File: src/rtl/rr_onehot_arbiter.sv
// Round-robin arbiter feeding the one-hot-to-binary encoder: latches multi-hot
// requests as pending and offers exactly one one-hot grant at a time over valid/ready.
module rr_onehot_arbiter #(
  parameter int N  = 8,
  parameter int PW = $clog2(N)
) (
  input  logic         clk,
  input  logic         rst_n,
  input  logic [N-1:0] req,
  input  logic         gnt_ready,
  output logic [N-1:0] gnt_onehot,
  output logic         gnt_valid,
  output logic [N-1:0] pending,
  output logic         coalesce
);

  typedef enum logic {
    IDLE  = 1'b0,
    OFFER = 1'b1
  } state_t;

  state_t        state;
  state_t        state_nxt;
  logic [PW-1:0] ptr;
  logic [PW-1:0] ptr_nxt;
  logic [N-1:0]  gnt_nxt;
  logic          valid_nxt;
  logic          acc;
  logic [N-1:0]  cleared;
  logic [N-1:0]  cand;
  logic [N-1:0]  winner;

  // First set bit of c, scanning upward from p and wrapping past N-1 to 0.
  function automatic logic [N-1:0] pick_rr(input logic [N-1:0] c, input logic [PW-1:0] p);
    logic [N-1:0] w;
    logic         found;
    int           j;
    w     = '0;
    found = 1'b0;
    for (int i = 0; i < N; i++) begin
      j = (int'(p) + i) % N;
      if (!found && c[j]) begin
        w[j]  = 1'b1;
        found = 1'b1;
      end
    end
    return w;
  endfunction

  function automatic logic [PW-1:0] onehot_idx(input logic [N-1:0] oh);
    logic [PW-1:0] idx;
    idx = '0;
    for (int i = 0; i < N; i++) begin
      if (oh[i]) idx = PW'(i);
    end
    return idx;
  endfunction

  function automatic logic [PW-1:0] ptr_after(input logic [PW-1:0] idx);
    return (idx == PW'(N - 1)) ? '0 : idx + PW'(1);
  endfunction

  assign acc     = gnt_valid & gnt_ready;
  assign cleared = acc ? gnt_onehot : '0;
  // The bit being accepted is removed before selection; this cycle's req is not yet visible.
  assign cand    = pending & ~cleared;
  assign winner  = pick_rr(cand, ptr);

  always_ff @(posedge clk) begin
    if (!rst_n) begin
      state      <= IDLE;
      gnt_onehot <= '0;
      gnt_valid  <= 1'b0;
      ptr        <= '0;
      pending    <= '0;
      coalesce   <= 1'b0;
    end else begin
      state      <= state_nxt;
      gnt_onehot <= gnt_nxt;
      gnt_valid  <= valid_nxt;
      ptr        <= ptr_nxt;
      // Set wins over clear: a req on the bit being accepted keeps it pending.
      pending    <= cand | req;
      coalesce   <= |(req & cand);
    end
  end

  always_comb begin
    state_nxt = state;
    case (state)
      IDLE:    if (cand != '0) state_nxt = OFFER;
      OFFER:   if (acc && (cand == '0)) state_nxt = IDLE;
      default: state_nxt = IDLE;
    endcase
  end

  always_comb begin
    gnt_nxt   = gnt_onehot;
    valid_nxt = gnt_valid;
    ptr_nxt   = ptr;
    case (state)
      IDLE: begin
        gnt_nxt   = winner;
        valid_nxt = (cand != '0);
      end
      OFFER: begin
        if (acc) begin
          ptr_nxt   = ptr_after(onehot_idx(gnt_onehot));
          gnt_nxt   = winner;
          valid_nxt = (cand != '0);
        end
      end
      default: begin
        gnt_nxt   = '0;
        valid_nxt = 1'b0;
      end
    endcase
  end

  a_onehot0: assert property (@(posedge clk) $onehot0(gnt_onehot));
  a_gnt_pending: assert property (@(posedge clk) gnt_valid |-> ((gnt_onehot & ~pending) == '0));
  a_idle_zero: assert property (@(posedge clk) !gnt_valid |-> (gnt_onehot == '0));

endmodule

File: config.mk
export PLATFORM = sky130hd
export DESIGN_NAME = rr_onehot_arbiter
export DESIGN_NICKNAME = d
export VERILOG_FILES = /design/src/rtl/rr_onehot_arbiter.sv
export SDC_FILE = /design/constraint.sdc
export NUM_CORES = 1
export LEC_CHECK = 0
export CAP_MARGIN = 20
export CORE_ASPECT_RATIO = 0.5
export CORE_UTILIZATION = 32
export CTS_CLUSTER_SIZE = 12
export DETAILED_ROUTE_END_ITERATION = 16
export PLACE_DENSITY_LB_ADDON = 0.12
export SETUP_SLACK_MARGIN = 0.5
export SYNTH_ARGS = -nofsm -noshare
export SYNTH_HDL_FRONTEND = slang
export SYNTH_SLANG_ARGS = --single-unit
File: constraint.sdc
create_clock -name clk -period 10.7 [get_ports clk]
set_input_delay 2.14 -clock clk [delete_from_list [all_inputs] [get_ports clk]]
set_output_delay 2.14 -clock clk [all_outputs]
set_load 0.1 [all_outputs]
======== Yosys cells after proc, flatten, opt, wreduce, memory -nomap -nowiden ========
Index checks and enable logic that the tools add are counted.
Widths: inputs -> output; s select.
storage, ports and cells
  register bits after elaboration ......... 22
  bits in latches ......................... 0
  memory bits (writable) .................. 0
  bits in read-only memories .............. 0
  output and inout bits ................... 18
  memories kept ........................... 0
cells by class
  add/subtract/negate cells ............... 8
  multipliers ............................. 0
  div/mod/pow operators ................... 0
  order comparisons ....................... 16
  eq/ne operators ......................... 2
  shift operators ......................... 0
  mux-type cells .......................... 72
  bitwise operators ....................... 20
  reduce and logical (&&, ||, !) cells .... 34
operator list
  cell                 count
  $mux 8               10
  $or 8x8->8           8
  $lt 4x5->1 const B   7
  $mux 1               34
  $ge 4x1->1 const B   7
  $mux 3               9
  $bmux 1 s3           8
  $demux 1 s3          8
  $reduce_or 3->1      7
  $and 8x8->8          2
  $logic_and 1x1->1    16
  $pmux 8 s2           1
  $add 3x3->3 const B  4
  $logic_not 8->1      1
  $not 8->8            1
  $reduce_bool 8->1    1
  $reduce_or 8->1      1
  $and 1x1->1 const A  7
  $logic_not 1->1      7
  $add 3x1->3 const B  2
  $add 3x2->3 const B  2
  $lt 3x4->1 const B   1
  $pmux 1 s2           2
  $eq 3x3->1 const B   1
  other kinds (5)      5

======== Depth between registers and ports, before layout ========
  word-level depth ........................ 30
  mapped depth ............................ 14

======== Worst setup path before layout ========
Ideal clock, no wire load.
  kind .................................... input-to-reg
  from .................................... input gnt_ready
  to ...................................... register gnt_onehot[5]
  data arrival time ....................... 4.424 ns
  required time ........................... 10.631 ns
  slack ................................... 6.207 ns
  stages .................................. 8
  buffers on the path ..................... 0
  path through ............................ nand3_1 a32o_2 mux4_2 o22a_2 or3_4 o31a_1 a22o_1 a21oi_2
on the way
  cells in the longest elaborated chain, start to end .. 30
  elaborated cells between the ends (all ways) .. 66
  classes of those cells .................. eq/ne (1); mux (41); bitwise (10); reduce/logical (14)
RTL lines
  element                       RTL line  RTL
  from (decl)                   10        input logic gnt_ready,
  $and 1x1->1 *                 63        assign acc = gnt_valid & gnt_ready;
  $mux 8                        64        assign cleared = acc ? gnt_onehot : '0;
  $not 8->8                     66        assign cand = pending & ~cleared;
  $and 8x8->8                   66
  $bmux 1 s3                    42        if (!found && c[j]) begin
  $mux 1 (not written as such)  42
  $mux 1                        42
  $logic_not 1->1               42
  (+14 left out)                n/a
  $logic_not 1->1               42
  $logic_and 1x1->1             42
  $mux 1                        42
  $logic_not 1->1               42
  $logic_and 1x1->1             42
  $mux 8                        42
  $mux 8                        107       if (acc) begin
  $pmux 8 s2                    101       case (state)
  to (signal assigned)          79        gnt_onehot <= gnt_nxt;
  to (decl)                     11        output logic [N-1:0] gnt_onehot,
Mark *: on every way between the ends. The rest lies on a longest branch, timed or not. The select of a mux whose other input is x is not followed.
A chain may end at the register's enable or synchronous reset.

======== Final worst setup path ========
  from .................................... input gnt_ready
  to ...................................... register gnt_onehot[0]
The elaborated chain is that of the path after synthesis.

==> flow_metrics.tcl <==
set metrics [dict create \
    cts_setup_buffers 0 \
    dpl.hpwl_mm 6.634 \
    initial_core_util_pct 33.79 \
    htree_levels 1 \
    whs_ns 0.5270 \
    synth_seq_cells 22 \
    required_ns 10.90 \
    slowest_delay_ns 0.78 \
    fin_util_pct 40.15 \
    regToRegStartpoint "ptr[1]$_SDFFE_PN0P_" \
    drive_gt1_share_pct 8.308 \
    die_area_sq_mm 0.007578 \
    power_density_mw_per_mm2 142.0 \
    period_share_pct 50.60 \
    syn_inst 309 \
    synth_cell_types 58 \
    setup.worst_path.end_class "flip-flop" \
    peakVddDrop_mv 0.06320 \
    portBuffers 28 \
    place_ws_ns 5.127 \
    cp_max_fo 16 \
    diodes 0 \
    report.final.slew_viol_count 0 \
    worst-path-buf-inv 1 \
    die_y_microns 62.06 \
    wl_per_cell_microns 20.85 \
    grt_max_degree 34 \
    whs_endpoint "gnt_valid$_SDFFE_PN0P_" \
    synth_edf_count 0 \
    core_sq_mm 0.006832 \
    numClockSinks 22 \
    startpoint_type "primary input" \
    worstRegToRegCells 10 \
    syn_area_sq_mm 0.002308 \
    fin_nets 344 \
    skew_ns 0.006211 \
    ios 29 \
    drt_first_pass_iters 5 \
    async_reset_ff_share_pct 0 \
    finalNonFillerCells 417 \
    seqCellArea_sq_um 440.4 \
    grt_pass1_vias 2265 \
    ctsResizeCount 0 \
    fmax_ghz 0.1847 \
    seq_area_frac_synth_pct 19.08 \
    cts_buffers 3 \
    r2r_setup_slack_ns 5.90 \
    status "finished clean" \
    rsz0062_at_grt "false" \
    grt_pass1_wl_mm 13.26 \
    setup_tns_ns 0 \
    hp-start "state$_SDFF_PN0_" \
    clkTransAtPathRegs_ns 0.07 \
    grt_usage_pct 24.39 \
    critPathSlowestCell "clkdlybuf4s50_1" \
    setup_slack_ns 5.286 \
    syn_nets 327 \
    viasPerCell 6.350 \
    r2r-end "gnt_onehot[7]$_SDFFE_PN0P_" \
    crit_chain "clkdlybuf4s50_1 > nand3_1 > a32o_2 > mux4_2 > o22a_2 > nor4_1 > a22o_1 > a21oi_1 > a31oi_1" \
    multi_input_area_sq_mm 0.001749 \
    yosys_warnings 0 \
    power.leakage_nw 0.9371 \
    fillerInstances 716 \
    wirelength_mm 8.693 \
    dpl.cell_count 413 \
    critical-path-top-delay-family "compound AO/OA/AOI/OAI gates" \
    maxCapViolCount 0 \
    hold_buffers 0 \
    drc 0 \
    holdPathStages 1 \
    worst_slew_pin_slew_ns 0.9737 \
    setup_viol 0 \
    dr_total_vias 2648 \
    first_iter_violations 236 \
    area_delta_synth_final_pct 18.81 \
    cts_root_buffer "clkbuf_16" \
    synth_ff_type "dfxtp_1" \
    die_x_microns 122.1 \
    crit_type "in2reg" \
    crit_arrival_ns 5.61 \
    hold_class "reg2reg" \
    num_rows 21 \
    antenna_left 0 \
    insertion_delay_ns 0.27 \
    gr-total-overflow 0 \
    antenna_found_initial 0 \
    relSlewSlack_pct 34.88 \
    place_congestion 0.9338 \
    fin_crit_ns 5.414 \
    hold_violations 0 \
    cts_tree "done" \
    clk_path_buf_depth 2 \
    synth.avg_cell_area_sq_um 7.471 \
]
## state kept, by name (all words and copies together), names as in the netlist
name        count
ptr             3
gnt_onehot      8
gnt_valid       1
pending         8
state           1
coalesce        1
## metal layers
metal | up-vias | track usage (%) | part of all wire (%)
met5 | - | 0 | 0
met2 | 126 | 34.87 | 40
met4 | 0 | 7.840 | 2.2
li1 | 1219 | - | -
met3 | 17 | 4.927 | 8.9
met1 | 1286 | 36.36 | 49
## synth_stat cells, drive strengths merged (9+ instances only)
library cell,n,share of area (%)
a21oi,11,2.5
a31oi,9,2.4
a32o,9,4.0
buf,9,1.9
dfxtp,22,19
inv,12,2.0
nand2,26,4.2
nand3,23,5.0
nor2,44,7.2
nor2b,9,2.4
o21ai,13,2.8
## cell families (layout without fill, tap and decap cells)
| group | Yosys count | in the layout | synth area share [%] |
|---|---|---|---|
| and+or+nand+nor | 140 | 140 | 29.59 |
| xor gates and xnor gates | 4 | 4 | 1.518 |
| muxes | 14 | 14 | 10.46 |
| DFF | 22 | 22 | 19.08 |
| adders and majority gates | 7 | 7 | 3.794 |
| buffers and inverters | 29 | 45 | 5.149 |
| AOI/OAI and AO/OA | 93 | 93 | 30.41 |
## layout by cell type (no fill, tap or decap), types with 5 or more instances in the layout
cell type,count
nor2_1,44
clkdlybuf4s50_1,28
nand2_1,26
nand3_1,23
dfxtp_1,22
o21ai_0,13
inv_1,11
a21oi_1,10
nor2b_1,9
a31oi_1,9
mux4_2,8
and2_1,7
o32ai_1,7
a32o_1,7
ha_1,7
nor4_1,6
nand2b_1,6
a22oi_1,5
and3_2,5
o22ai_1,5
mux2i_1,5
## final cells by class
cell class                 count  share of cell area, %
clock buffer                   3                  2.737
clock inverter                 1                  1.095
inverter                      12                  1.642
multi-input combinational    258                  63.78
sequential                    22                  16.06
tap                           92                  4.197
timing repair buffer          29                  10.49
## where the power goes
group / switching, W / total, W / internal [W]
sequential: 0.0000151 / 0.000104 / 0.0000888
clock: 0.0000371 / 0.000112 / 0.0000746
combinational: 0.000118 / 0.000174 / 0.0000561
## through the flow
step,area [sq um],power [W]
global placement,2638,0.0002756
finish,2743,0.0003896
global route,2743,0.0004063
floorplan,2308,0.0002301
CTS,2743,0.0003878
detailed placement,2638,0.0002755
## worst max-delay path by stage
stage	from	to	slack [ns]	cells after the start
2_1_floorplan	gnt_ready	gnt_onehot[5]$_SDFFE_PN0P_	6.21	8
3_3_place_gp	gnt_ready	gnt_onehot[0]$_SDFFE_PN0P_	5.22	9
3_5_place_dp	gnt_ready	gnt_onehot[0]$_SDFFE_PN0P_	5.13	9
4_1_cts	gnt_ready	gnt_onehot[0]$_SDFFE_PN0P_	5.37	9
5_1_grt	gnt_ready	gnt_onehot[0]$_SDFFE_PN0P_	5.13	9
6_report	gnt_ready	gnt_onehot[0]$_SDFFE_PN0P_	5.29	9
Note: power is estimated with default switching activity, not from simulation.
